File: src/rtl/nbody_sched_if.sv
// Register bus between a host (master) and the nbody_sched control block (slave).
interface nbody_sched_if #(
  parameter int DATA_WIDTH = 64,
  parameter int ADDR_WIDTH = 16
);
  logic                  chipselect;
  logic                  read;
  logic                  write;
  logic [ADDR_WIDTH-1:0] addr;
  logic [DATA_WIDTH-1:0] writedata;
  logic [DATA_WIDTH-1:0] readdata;

  modport master (output chipselect, read, write, addr, writedata, input readdata);
  modport slave  (input chipselect, read, write, addr, writedata, output readdata);
endinterface

File: src/rtl/nbody_sched.sv
// N-body step scheduler: all-pairs accel issue, velocity/position strobes via fixed-latency delay lines.
// Optional macro NBODY_SCHED_IRQ_EN adds the IRQ_EN register (index 5) and a live irq output.
module nbody_sched #(
  parameter int BODIES     = 512,
  parameter int DATA_WIDTH = 64,
  parameter int ADDR_WIDTH = 16,
  parameter int ACCEL_LAT  = 78,
  parameter int POS_LAT    = 21,
  localparam int BW        = $clog2(BODIES)
)(
  input  logic          clk,
  input  logic          rst,
  nbody_sched_if.slave  bus,
  output logic [BW-1:0] pair_i,
  output logic [BW-1:0] pair_j,
  output logic          pair_valid,
  output logic          pair_last,
  output logic [BW-1:0] v_wr_addr,
  output logic          v_wren,
  output logic [BW-1:0] pos_rd_addr,
  output logic          pos_rd_valid,
  output logic [BW-1:0] pos_wr_addr,
  output logic          pos_wren,
  output logic          first_step,
  output logic          irq
);
  localparam logic [2:0] S_IDLE   = 3'd0;
  localparam logic [2:0] S_ACCEL  = 3'd1;
  localparam logic [2:0] S_ADRAIN = 3'd2;
  localparam logic [2:0] S_POS    = 3'd3;
  localparam logic [2:0] S_PDRAIN = 3'd4;
  localparam logic [2:0] S_DONE   = 3'd5;

  logic [2:0]            state;
  logic                  go, done, err;
  logic [BW:0]           n_bodies, n_m1, n_clamp;
  logic [15:0]           steps, step_count, steps_eff;
  logic [BW-1:0]         ci, cj;
  logic                  wr, rd, wr_ctrl, ack, abort, busy, ci_last, cj_last;
  logic [DATA_WIDTH-1:0] rd_mux;

  logic [ACCEL_LAT:1]         v_vld;
  logic [ACCEL_LAT:1][BW-1:0] v_adr;
  logic [POS_LAT:1]           p_vld;
  logic [POS_LAT:1][BW-1:0]   p_adr;

  logic unused_addr;
  assign unused_addr = ^bus.addr[ADDR_WIDTH-1:3];

  assign wr        = bus.chipselect & bus.write;
  assign rd        = bus.chipselect & bus.read;
  assign wr_ctrl   = wr && (bus.addr[2:0] == 3'd0);
  assign ack       = wr_ctrl && bus.writedata[1];
  assign abort     = wr_ctrl && !bus.writedata[0] && (state != S_IDLE);
  assign busy      = (state == S_ACCEL) || (state == S_ADRAIN) ||
                     (state == S_POS)   || (state == S_PDRAIN);
  assign n_m1      = n_bodies - (BW+1)'(1);
  assign ci_last   = ({1'b0, ci} == n_m1);
  assign cj_last   = ({1'b0, cj} == n_m1);
  assign steps_eff = (steps == 16'd0) ? 16'd1 : steps;
  assign n_clamp   = (bus.writedata > DATA_WIDTH'(BODIES)) ? (BW+1)'(BODIES) : bus.writedata[BW:0];

  assign pair_valid   = (state == S_ACCEL);
  assign pair_i       = pair_valid ? ci : '0;
  assign pair_j       = pair_valid ? cj : '0;
  assign pair_last    = pair_valid && cj_last;
  assign pos_rd_valid = (state == S_POS);
  assign pos_rd_addr  = pos_rd_valid ? ci : '0;

  assign v_wren      = v_vld[ACCEL_LAT];
  assign v_wr_addr   = v_adr[ACCEL_LAT];
  assign pos_wren    = p_vld[POS_LAT];
  assign pos_wr_addr = p_adr[POS_LAT];

  // Only the j=N-1 pair of each row produces a velocity write; rows retire in order.
  always_ff @(posedge clk) begin
    if (rst || abort) begin
      v_vld <= '0;
      v_adr <= '0;
      p_vld <= '0;
      p_adr <= '0;
    end else begin
      v_vld[1] <= pair_last;
      v_adr[1] <= ci;
      for (int k = 2; k <= ACCEL_LAT; k++) begin
        v_vld[k] <= v_vld[k-1];
        v_adr[k] <= v_adr[k-1];
      end
      p_vld[1] <= pos_rd_valid;
      p_adr[1] <= ci;
      for (int k = 2; k <= POS_LAT; k++) begin
        p_vld[k] <= p_vld[k-1];
        p_adr[k] <= p_adr[k-1];
      end
    end
  end

  always_ff @(posedge clk) begin
    if (rst) begin
      state      <= S_IDLE;
      go         <= 1'b0;
      done       <= 1'b0;
      err        <= 1'b0;
      first_step <= 1'b0;
      n_bodies   <= '0;
      steps      <= 16'd1;
      step_count <= '0;
      ci         <= '0;
      cj         <= '0;
    end else begin
      case (state)
        S_IDLE: if (go && !done) begin
          if (n_bodies != '0) begin
            state      <= S_ACCEL;
            ci         <= '0;
            cj         <= '0;
            first_step <= 1'b1;
            step_count <= '0;
            err        <= 1'b0;
          end else begin
            err <= 1'b1;
          end
        end
        S_ACCEL: begin
          if (cj_last) begin
            cj <= '0;
            if (ci_last) begin
              ci    <= '0;
              state <= S_ADRAIN;
            end else begin
              ci <= ci + 1'b1;
            end
          end else begin
            cj <= cj + 1'b1;
          end
        end
        S_ADRAIN: if (v_wren && ({1'b0, v_wr_addr} == n_m1)) begin
          state <= S_POS;
          ci    <= '0;
        end
        S_POS: begin
          if (ci_last) begin
            ci    <= '0;
            state <= S_PDRAIN;
          end else begin
            ci <= ci + 1'b1;
          end
        end
        S_PDRAIN: if (pos_wren && ({1'b0, pos_wr_addr} == n_m1)) begin
          step_count <= step_count + 16'd1;
          first_step <= 1'b0;
          if (step_count + 16'd1 >= steps_eff) begin
            state <= S_DONE;
            done  <= 1'b1;
          end else begin
            state <= S_ACCEL;
          end
        end
        S_DONE: if (ack) begin
          state      <= S_IDLE;
          step_count <= '0;
        end
        default: state <= S_IDLE;
      endcase

      // Register writes follow the FSM so an ACK in the same cycle wins over a fresh err/done.
      if (wr) begin
        case (bus.addr[2:0])
          3'd0: begin
            go <= bus.writedata[0];
            if (bus.writedata[1]) begin
              done <= 1'b0;
              err  <= 1'b0;
              if (!busy) step_count <= '0;
            end
          end
          3'd2: if (!busy) n_bodies <= n_clamp;
          3'd3: if (!busy) steps <= bus.writedata[15:0];
          default: ;
        endcase
      end

      if (abort) begin
        state      <= S_IDLE;
        ci         <= '0;
        cj         <= '0;
        first_step <= 1'b0;
      end
    end
  end

`ifdef NBODY_SCHED_IRQ_EN
  logic irq_en;
  always_ff @(posedge clk) begin
    if (rst) irq_en <= 1'b0;
    else if (wr && (bus.addr[2:0] == 3'd5)) irq_en <= bus.writedata[0];
  end
  assign irq = done & irq_en;
`else
  assign irq = 1'b0;
`endif

  always_comb begin
    rd_mux = '1;
    case (bus.addr[2:0])
      3'd0: rd_mux = DATA_WIDTH'(go);
      3'd1: rd_mux = DATA_WIDTH'({first_step, err, done, busy});
      3'd2: rd_mux = DATA_WIDTH'(n_bodies);
      3'd3: rd_mux = DATA_WIDTH'(steps);
      3'd4: rd_mux = DATA_WIDTH'(step_count);
`ifdef NBODY_SCHED_IRQ_EN
      3'd5: rd_mux = DATA_WIDTH'(irq_en);
`endif
      default: ;
    endcase
  end

  always_ff @(posedge clk) begin
    if (rst)     bus.readdata <= '0;
    else if (rd) bus.readdata <= rd_mux;
  end
endmodule

File: src/flat_wrapper.sv
// flat-port wrapper written by rule: the top's interface ports become plain ports
module nbody_sched_flat 
#(
  parameter int BODIES     = 512,
  parameter int DATA_WIDTH = 64,
  parameter int ADDR_WIDTH = 16,
  parameter int ACCEL_LAT  = 78,
  parameter int POS_LAT    = 21,
  localparam int BW        = $clog2(BODIES)
)
  (clk, rst, pair_i, pair_j, pair_valid, pair_last, v_wr_addr, v_wren, pos_rd_addr, pos_rd_valid, pos_wr_addr, pos_wren, first_step, irq, bus_chipselect, bus_read, bus_write, bus_addr, bus_writedata, bus_readdata);
  nbody_sched_if #(.DATA_WIDTH(DATA_WIDTH), .ADDR_WIDTH(ADDR_WIDTH)) bus_i ();
  input  logic clk;
  input  logic rst;
  output logic [BW-1:0] pair_i;
  output logic [BW-1:0] pair_j;
  output logic pair_valid;
  output logic pair_last;
  output logic [BW-1:0] v_wr_addr;
  output logic v_wren;
  output logic [BW-1:0] pos_rd_addr;
  output logic pos_rd_valid;
  output logic [BW-1:0] pos_wr_addr;
  output logic pos_wren;
  output logic first_step;
  output logic irq;
  input wire logic [$bits(bus_i.chipselect)-1:0] bus_chipselect;
  input wire logic [$bits(bus_i.read)-1:0] bus_read;
  input wire logic [$bits(bus_i.write)-1:0] bus_write;
  input wire logic [$bits(bus_i.addr)-1:0] bus_addr;
  input wire logic [$bits(bus_i.writedata)-1:0] bus_writedata;
  output wire logic [$bits(bus_i.readdata)-1:0] bus_readdata;
  assign bus_i.chipselect = bus_chipselect;
  assign bus_i.read = bus_read;
  assign bus_i.write = bus_write;
  assign bus_i.addr = bus_addr;
  assign bus_i.writedata = bus_writedata;
  assign bus_readdata = bus_i.readdata;
  nbody_sched #(.BODIES(BODIES), .DATA_WIDTH(DATA_WIDTH), .ADDR_WIDTH(ADDR_WIDTH), .ACCEL_LAT(ACCEL_LAT), .POS_LAT(POS_LAT)) u_core (.clk(clk), .rst(rst), .bus(bus_i), .pair_i(pair_i), .pair_j(pair_j), .pair_valid(pair_valid), .pair_last(pair_last), .v_wr_addr(v_wr_addr), .v_wren(v_wren), .pos_rd_addr(pos_rd_addr), .pos_rd_valid(pos_rd_valid), .pos_wr_addr(pos_wr_addr), .pos_wren(pos_wren), .first_step(first_step), .irq(irq));
endmodule
File: config.mk
export PLATFORM = sky130hd
export DESIGN_NAME = nbody_sched_flat
export DESIGN_NICKNAME = d
export VERILOG_FILES = /design/src/rtl/nbody_sched_if.sv /design/src/rtl/nbody_sched.sv /design/src/flat_wrapper.sv
export SDC_FILE = /design/constraint.sdc
export NUM_CORES = 1
export LEC_CHECK = 0
export ABC_AREA = 1
export CAP_MARGIN = 30
export CELL_PAD_IN_SITES_DETAIL_PLACEMENT = 1
export CELL_PAD_IN_SITES_GLOBAL_PLACEMENT = 2
export CORE_MARGIN = 2
export CORE_UTILIZATION = 32
export DETAILED_ROUTE_END_ITERATION = 7
export PLACE_DENSITY_LB_ADDON = 0.2
export SLEW_MARGIN = 20
export SYNTH_ARGS = -nofsm -noshare
export SYNTH_HDL_FRONTEND = slang
export SYNTH_SLANG_ARGS = --single-unit
File: constraint.sdc
create_clock -name clk -period 2.4 [get_ports clk]
set_input_delay 0.24 -clock clk [delete_from_list [all_inputs] [get_ports clk]]
set_output_delay 0.24 -clock clk [all_outputs]
set_load 0.03 [all_outputs]
==> run_results.csv, run 1 <==
group,metric,value,unit
synth,ys_async_sr_fraction,0,%
synth,synth_top_area_cell,"dfxtp_1",
sta,fin_crit,2.666,ns
sta,final.period_utilization,111.1,%
synth,synth.distinct_cells,44,
clock_tree,cts_tree,"done",
placement,pre_cts_ws,-0.3559,ns
floorplanning,die_x,305.2,µm
clock_tree,cts-buffers-inserted,95,
floorplanning,rows,110,
synth,synth-seq-cells,885,
synth,synth_edf_count,0,
sta,maxSlewViolCount,0,
routing,ant_nets,0,
worst_hold_path,hold_path.class,"in -> reg",
cells_and_area,final_nets,3941,
critical_path,startpoint_type,"flop",
placement,dpl_cell_area,0.03318,mm²
sta,setup_ws,-0.2658,ns
flow_run,maxCapViolCount,0,
pwr,power.density,838.4,mW/mm²
critical_path,crit_path_end_kind,"primary output",
cells_and_area,drive_gt1_share,15.01,%
floorplanning,dieHeight,305.2,µm
sta,max_clock_freq,375.1,MHz
clock_tree,clk_latency,0.66,ns
cells_and_area,area.growth.synth_to_final,28.61,%
pwr,power,31.31,mW
critical_path,required,2.16,ns
synth,syn_inst,3499,
clock_tree,cts.sinks,885,
sta,max-slew-margin-rel,61.03,%
critical_path,worstPathMaxFanout,6,
routing,wl_per_cell,12.55,µm
global_route,grt_pass1_vias,20380,
sta,fin_skew,0.02982,ns
clock_tree,cts.clk_slew.worst_paths,0.06,ns
clock_tree,clock-root-buffer,"clkbuf_16",
sta,whs,0.2003,ns
clock_tree,htree_levels,3,
routing,vias_per_cell,4.007,
cells_and_area,antennaDiodeCount,0,
pwr,peakVddDrop,0.4844,mV
run_status,violations,"setup timing",
routing,drc,0,
placement,dpl.hpwl,43430,µm
global_route,antenna_found_initial,0,
pwr,p_leak,14.43,nW
critical_path,critical_path_class,"reg -> out",
synth,syn_nets,3604,
floorplanning,io_pins,201,
routing,drtIter0Drc,765,
critical_path,critPathArrivalTime,2.43,ns
floorplanning,start_util,32.26,%
clock_tree,clock_path_buffers,3,
routing,route.vias.total,20380,
synth,yosysWarnings,0,
clock_tree,hold_buffers,0,
synth,synth_seq_area_share,61.02,%
global_route,overflow,0,
placement,routabilityCongestion,0.8265,
synth,synth_area_leaders,"dfxtp_1 (61%), inv_1 (12%), nor2_1 (12%), buf_4 (2.8%), nand2_1 (2.7%)",
cells_and_area,final_area,0.03734,mm²
synth,avgSynthCellArea,8.299,µm²
global_route,track_usage,13.89,%
cells_and_area,fin_util,41.49,%
routing,wl,63860,µm
synth,synth.cell_area,0.02904,mm²
run_status,status,"complete, but fails checks",
sta,rsz0062_at_grt,"true",
synth,netlist.area_leader.share,61.02,%
synth,synthFlopType,"dfxtp_1",
placement,port_buffers,186,
sta,setup_viol,7,
floorplanning,dieArea,0.09317,mm²
routing,first_pass_iters,4,
global_route,grt_pass1_wl,105000,µm
floorplanning,coreArea,0.09001,mm²
sta,worst_slew_pin_slew,0.5839,ns
sta,timing.final.hold_violations,0,
global_route,grt_max_degree,47,
[critical path, stage by stage (launching register included)]
cell	delay, ns
dfxtp_4	0.39
buf_6	0.13
nor2_4	0.22
nand2_8	0.11
o21ai_4	0.20
buf_6	0.13
nand3_2	0.06
nand2_1	0.08
nor2_2	0.05
nand3_2	0.07
nor2_2	0.04
buf_6	0.13
buf_12	0.13
[metal layers]
| layer | up-vias | global-route usage [%] | wire (µm) | part of all wire [%] |
|---|---|---|---|---|
| met1 | 9379 | 18.58 | 31100 | 49 |
| met2 | 254 | 22.37 | 28360 | 44 |
| li1 | 10630 | - | - | - |
| met4 | 0 | 4.720 | 1959 | 3.1 |
| met3 | 124 | 2.773 | 2448 | 3.8 |
| met5 | - | 0 | 0 | 0 |
[layout by cell type (no fill, tap or decap), types with 10 or more instances in the layout]
cell and count:
a21oi_1 61, a21oi_2 12, a31oi_1 10, buf_12 48, buf_4 193, buf_6 18
clkbuf_1 23, clkbuf_16 96, clkbuf_8 22, clkdlybuf4s50_1 110, clkinv_2 12, dfxtp_1 870
dfxtp_2 11, dlygate4sd2_1 48, ha_1 15, inv_1 901, inv_2 13, nand2_1 181
nand2_2 25, nand2_4 15, nand3_1 57, nand3_2 15, nand4_1 12, nor2_1 884
nor2_2 24, nor2_4 16, nor3_1 14, nor4_1 14, o211ai_1 11, o21ai_0 52
o21ai_1 10, xor2_1 26
[path summary, 6_finish.rpt]
path	start	end	slack, ns	depth (start not counted)
worst max-delay path	u_core.n_bodies[3]$_SDFFE_PP0P_	pair_last	-0.27	12
worst min-delay path	bus_writedata[9]	u_core.steps[9]$_SDFFE_PP0P_	0.20	3
worst max register to register	u_core.step_count[0]$_SDFF_PP0_	u_core.done$_SDFF_PP0_	-0.17	19
worst min register to register	u_core.v_adr[543]$_SDFF_PP0_	u_core.v_adr[552]$_SDFF_PP0_	0.39	2
[cell families after synthesis]
kind of cell	share of synthesized area, %
AO/OA/AOI/OAI	3.464
AND/OR/NAND/NOR	17.86
XOR/XNOR	0.8144
adder cells (fa/ha/maj)	0.8618
buffers and inverters	15.97
flip-flops	61.02
other	0.01291
[cell usage after synthesis (2+ instances only)]
library cell / count
inv_1: 915
nor2_1: 915
dfxtp_1: 885
nand2_1: 210
buf_4: 110
nand3_1: 74
a21oi_1: 73
o21ai_0: 61
buf_2: 47
xor2_1: 27
ha_1: 20
clkbuf_1: 19
nor4_1: 18
nor3_1: 17
nand4_1: 12
o211ai_1: 11
a31oi_1: 10
nand2_2: 9
o21ai_1: 7
inv_2: 6
o221ai_1: 6
nor2_4: 5
clkinv_1: 4
nand2_4: 4
nor2_2: 4
a221oi_1: 3
buf_6: 3
nand3b_1: 3
or2_2: 3
nor3_2: 2
o21bai_1: 2
o22ai_1: 2
[where the power goes]
| group | leakage (nW) | switching, mW | internal (mW) |
|---|---|---|---|
| sequential | 7.14 | 0.0665 | 14.8 |
| clock | 1.54 | 5.94 | 8.61 |
| combinational | 5.75 | 1.15 | 0.785 |
[flip-flops by register name (all words and copies together), names as in the netlist]
signal	cells
u_core.bus.readdata	17
u_core.ci	9
u_core.cj	9
u_core.done	1
u_core.err	1
u_core.first_step	1
u_core.go	1
u_core.n_bodies	10
u_core.p_adr	180
u_core.p_vld	21
u_core.pos_wr_addr	9
u_core.state	3
u_core.step_count	16
u_core.steps	16
u_core.v_adr	504
u_core.v_vld	78
u_core.v_wr_addr	9
[final cells by class]
class                   count  area [µm²]
multi-input cells        1511        7330
fillers                 10550       52670
flip-flops and latches    885       17750
repair buffers            418        4149
well taps                1176        1471
clock buffers             141        2791
inverters                 925        3493
clock inverters            31       364.1
[what timing repair did]
item / 4_1_cts / 5_1_grt
setup endpoints to repair: 99 / 55
pin swaps: 42 / 62
buffers inserted: 24 / 15
cloned: 0 / 1
resized for setup: 130 / 130
[metrics by stage]
stage / setup TNS (ns) / std cells
2_1_floorplan: 0 / 3499
3_3_place_gp: -1.535 / 4875
3_5_place_dp: -1.585 / 4875
4_1_cts: -0.5282 / 5071
5_1_grt: -3.622 / 5087
6_report: -0.5862 / 5087
No activity file was read; power rests on OpenSTA's default activity.
==> inputs of run 2 (changes only) <==
- CORE_MARGIN: 2 -> 4
==> run 2 against run 1 <==
Net effect: the run still ends with setup timing left; die area grew 2.6%; worst hold slack better by 0.073 ns; maximum frequency down 1.8%; sequential share of layout area shrank 0.067 points; first-iteration DRC count rose by 3.0%; routed wire length grew 1.3%; critical endpoint unchanged; highest routed layer unchanged.
==> run_results.csv, run 2 (same netlist as run 1, synthesis figures left out) <==
group,metric,value,unit
floorplanning,dieArea,0.09562,mm²
placement,routabilityCongestion,0.8099,
sta,fin_skew,0.01695,ns
pwr,peakVddDrop,0.5001,mV
critical_path,reg2reg_depth,20,
global_route,grt_max_degree,48,
cells_and_area,antennaDiodeCount,0,
cells_and_area,final_nets,3936,
run_status,violations,"setup timing",
clock_tree,htree_levels,3,
routing,drc,0,
sta,final.period_utilization,113.1,%
critical_path,r2r-end,"u_core.step_count[3]$_SDFF_PP0_",
global_route,grt_pass1_wl,104700,µm
critical_path,r2r_slack,-0.21,ns
critical_path,slowest_delay,0.32,ns
sta,max-slew-margin-rel,63.55,%
critical_path,worstPathMaxFanout,4,
cells_and_area,area.growth.synth_to_final,28.78,%
critical_path,critPathArrivalTime,2.47,ns
floorplanning,io_pins,201,
cells_and_area,n_fill_cell,10490,
run_status,status,"complete, but fails checks",
sta,setup_viol,28,
clock_tree,clk_latency,0.63,ns
sta,timing.final.hold_violations,0,
routing,wl,64700,µm
cells_and_area,largest_register_ff_count,504,
worst_hold_path,hold_path_startpoint,"bus_writedata[1]",
critical_path,crit_family,"simple AND/OR/NAND/NOR gates",
routing,first_pass_iters,4,
global_route,antenna_found_initial,1,
clock_tree,hold_buffers,0,
worst_hold_path,hold_path_depth,3,
routing,wl_per_cell,12.72,µm
global_route,track_usage,13.48,%
critical_path,startpoint,"u_core.n_bodies[1]$_SDFFE_PP0P_",
global_route,grt_pass1_vias,20730,
critical_path,reg2reg_from,"u_core.n_bodies[0]$_SDFFE_PP0P_",
placement,dpl_cell_area,0.03301,mm²
sta,rsz0062_at_grt,"true",
placement,port_buffers,186,
cells_and_area,drive_gt1_share,15.43,%
clock_tree,cts.sinks,885,
sta,setup_ws,-0.3148,ns
pwr,p_leak,14.54,nW
cells_and_area,layout_commonest_cell,"inv_1",
cells_and_area,regMostFlops,"u_core.v_adr",
global_route,overflow,0,
sta,max_clock_freq,368.4,MHz
critical_path,critical_path_class,"reg -> out",
worst_hold_path,min_to,"u_core.n_bodies[1]$_SDFFE_PP0P_",
placement,dpl.hpwl,43430,µm
floorplanning,die_x,309.2,µm
worst_hold_path,hold_path.class,"in -> reg",
critical_path,startpoint_type,"flop",
routing,drtIter0Drc,788,
sta,worst_slew_pin_slew,0.5461,ns
flow_run,maxCapViolCount,0,
sta,maxSlewViolCount,0,
cells_and_area,fin_util,41.54,%
pwr,power.density,829.1,mW/mm²
clock_tree,cts.clk_slew.worst_paths,0.06,ns
critical_path,crit_chain,"buf_4 > nor2_4 > nand2_4 > buf_12 > o21ai_4 > nand2_2 > nand2_1 > nand2_1 > nor2_2 > nand3_2 > nor2_1 > buf_4 > buf_12",
routing,route.vias.total,20630,
critical_path,cp_slowest_cell,"dfxtp_2",
cells_and_area,layout.cells.most_common_list,"inv_1 (899), nor2_1 (887), dfxtp_1 (871)",
clock_tree,cts_tree,"done",
clock_tree,clock-root-buffer,"clkbuf_16",
sta,fin_crit,2.715,ns
cells_and_area,final_area,0.03739,mm²
floorplanning,start_util,32.26,%
floorplanning,coreArea,0.09001,mm²
cells_and_area,top_regs,"u_core.v_adr: 504 flops, u_core.p_adr: 180 flops, u_core.v_vld: 78 flops",
clock_tree,cts-buffers-inserted,96,
floorplanning,dieHeight,309.2,µm
critical_path,cp_num_buf_inv,4,
floorplanning,rows,110,
clock_tree,clock_path_buffers,3,
routing,ant_nets,0,
routing,vias_per_cell,4.056,
critical_path,crit_path_end_kind,"primary output",
critical_path,required,2.16,ns
## run 2: cell type report
class	instances	area, µm²	area share (%)
clock buffer	147	2804	7.498
clock inverter	29	294.0	0.7863
inverter	925	3508	9.382
multi-input combinational	1510	7441	19.90
sequential	885	17740	47.45
tap	1176	1471	3.935
timing repair buffer	413	4131	11.05
## run 2: through the flow
stage               setup slack (ns)  hold WS (ns)  cells  total power [mW]  TNS, ns
finish                       -0.3148        0.2730   5085             31.00   -3.456
global route                 -0.4893        0.2579   5085             32.42   -7.433
CTS                          -0.4055        0.2207   5064             31.48  -0.8115
detailed placement           -0.4210        0.4001   4865             16.88   -14.93
global placement             -0.3357        0.3940   4865             16.87   -3.132
floorplan                  0.0002816        0.3397   3499             16.13        0
## run 2: worst max path at each step
| stage | endpoint | cells past startpoint |
|---|---|---|
| after floorplan | u_core.state[2]$_SDFFE_PP0P_ | 17 |
| after global placement | u_core.state[2]$_SDFFE_PP0P_ | 15 |
| after detailed placement | u_core.state[2]$_SDFFE_PP0P_ | 15 |
| after CTS | pair_last | 14 |
| after global routing | pair_last | 12 |
| final | pair_last | 13 |
## run 2: power by group
group,internal (mW),switching [mW]
logic,0.779,1.17
clock network,8.40,5.83
registers,14.8,0.0647
total,23.9,7.06
## run 2: per-layer routing
| layer | part of all wire, % | up-vias | GRT usage [%] | routed length [µm] |
|---|---|---|---|---|
| met5 | 0 | - | 0 | 0 |
| met4 | 2.7 | 0 | 4.491 | 1778 |
| met3 | 4.0 | 113 | 2.553 | 2619 |
| met2 | 45 | 247 | 22.26 | 29130 |
| met1 | 48 | 9662 | 17.85 | 31170 |
| li1 | - | 10610 | - | - |
## run 2: what timing repair did
action | CTS | global route
setup buffers | 23 | 19
gates resized for setup | 115 | 187
pin swaps | 43 | 66
hold endpoints to repair | 0 | 0
setup endpoints to repair | 102 | 54
cloned | 0 | 3
## run 2: worst min-delay path: stages
cell,delay [ns]
clkdlybuf4s50_1,0.47
nand2_1,0.11
a21oi_1,0.05
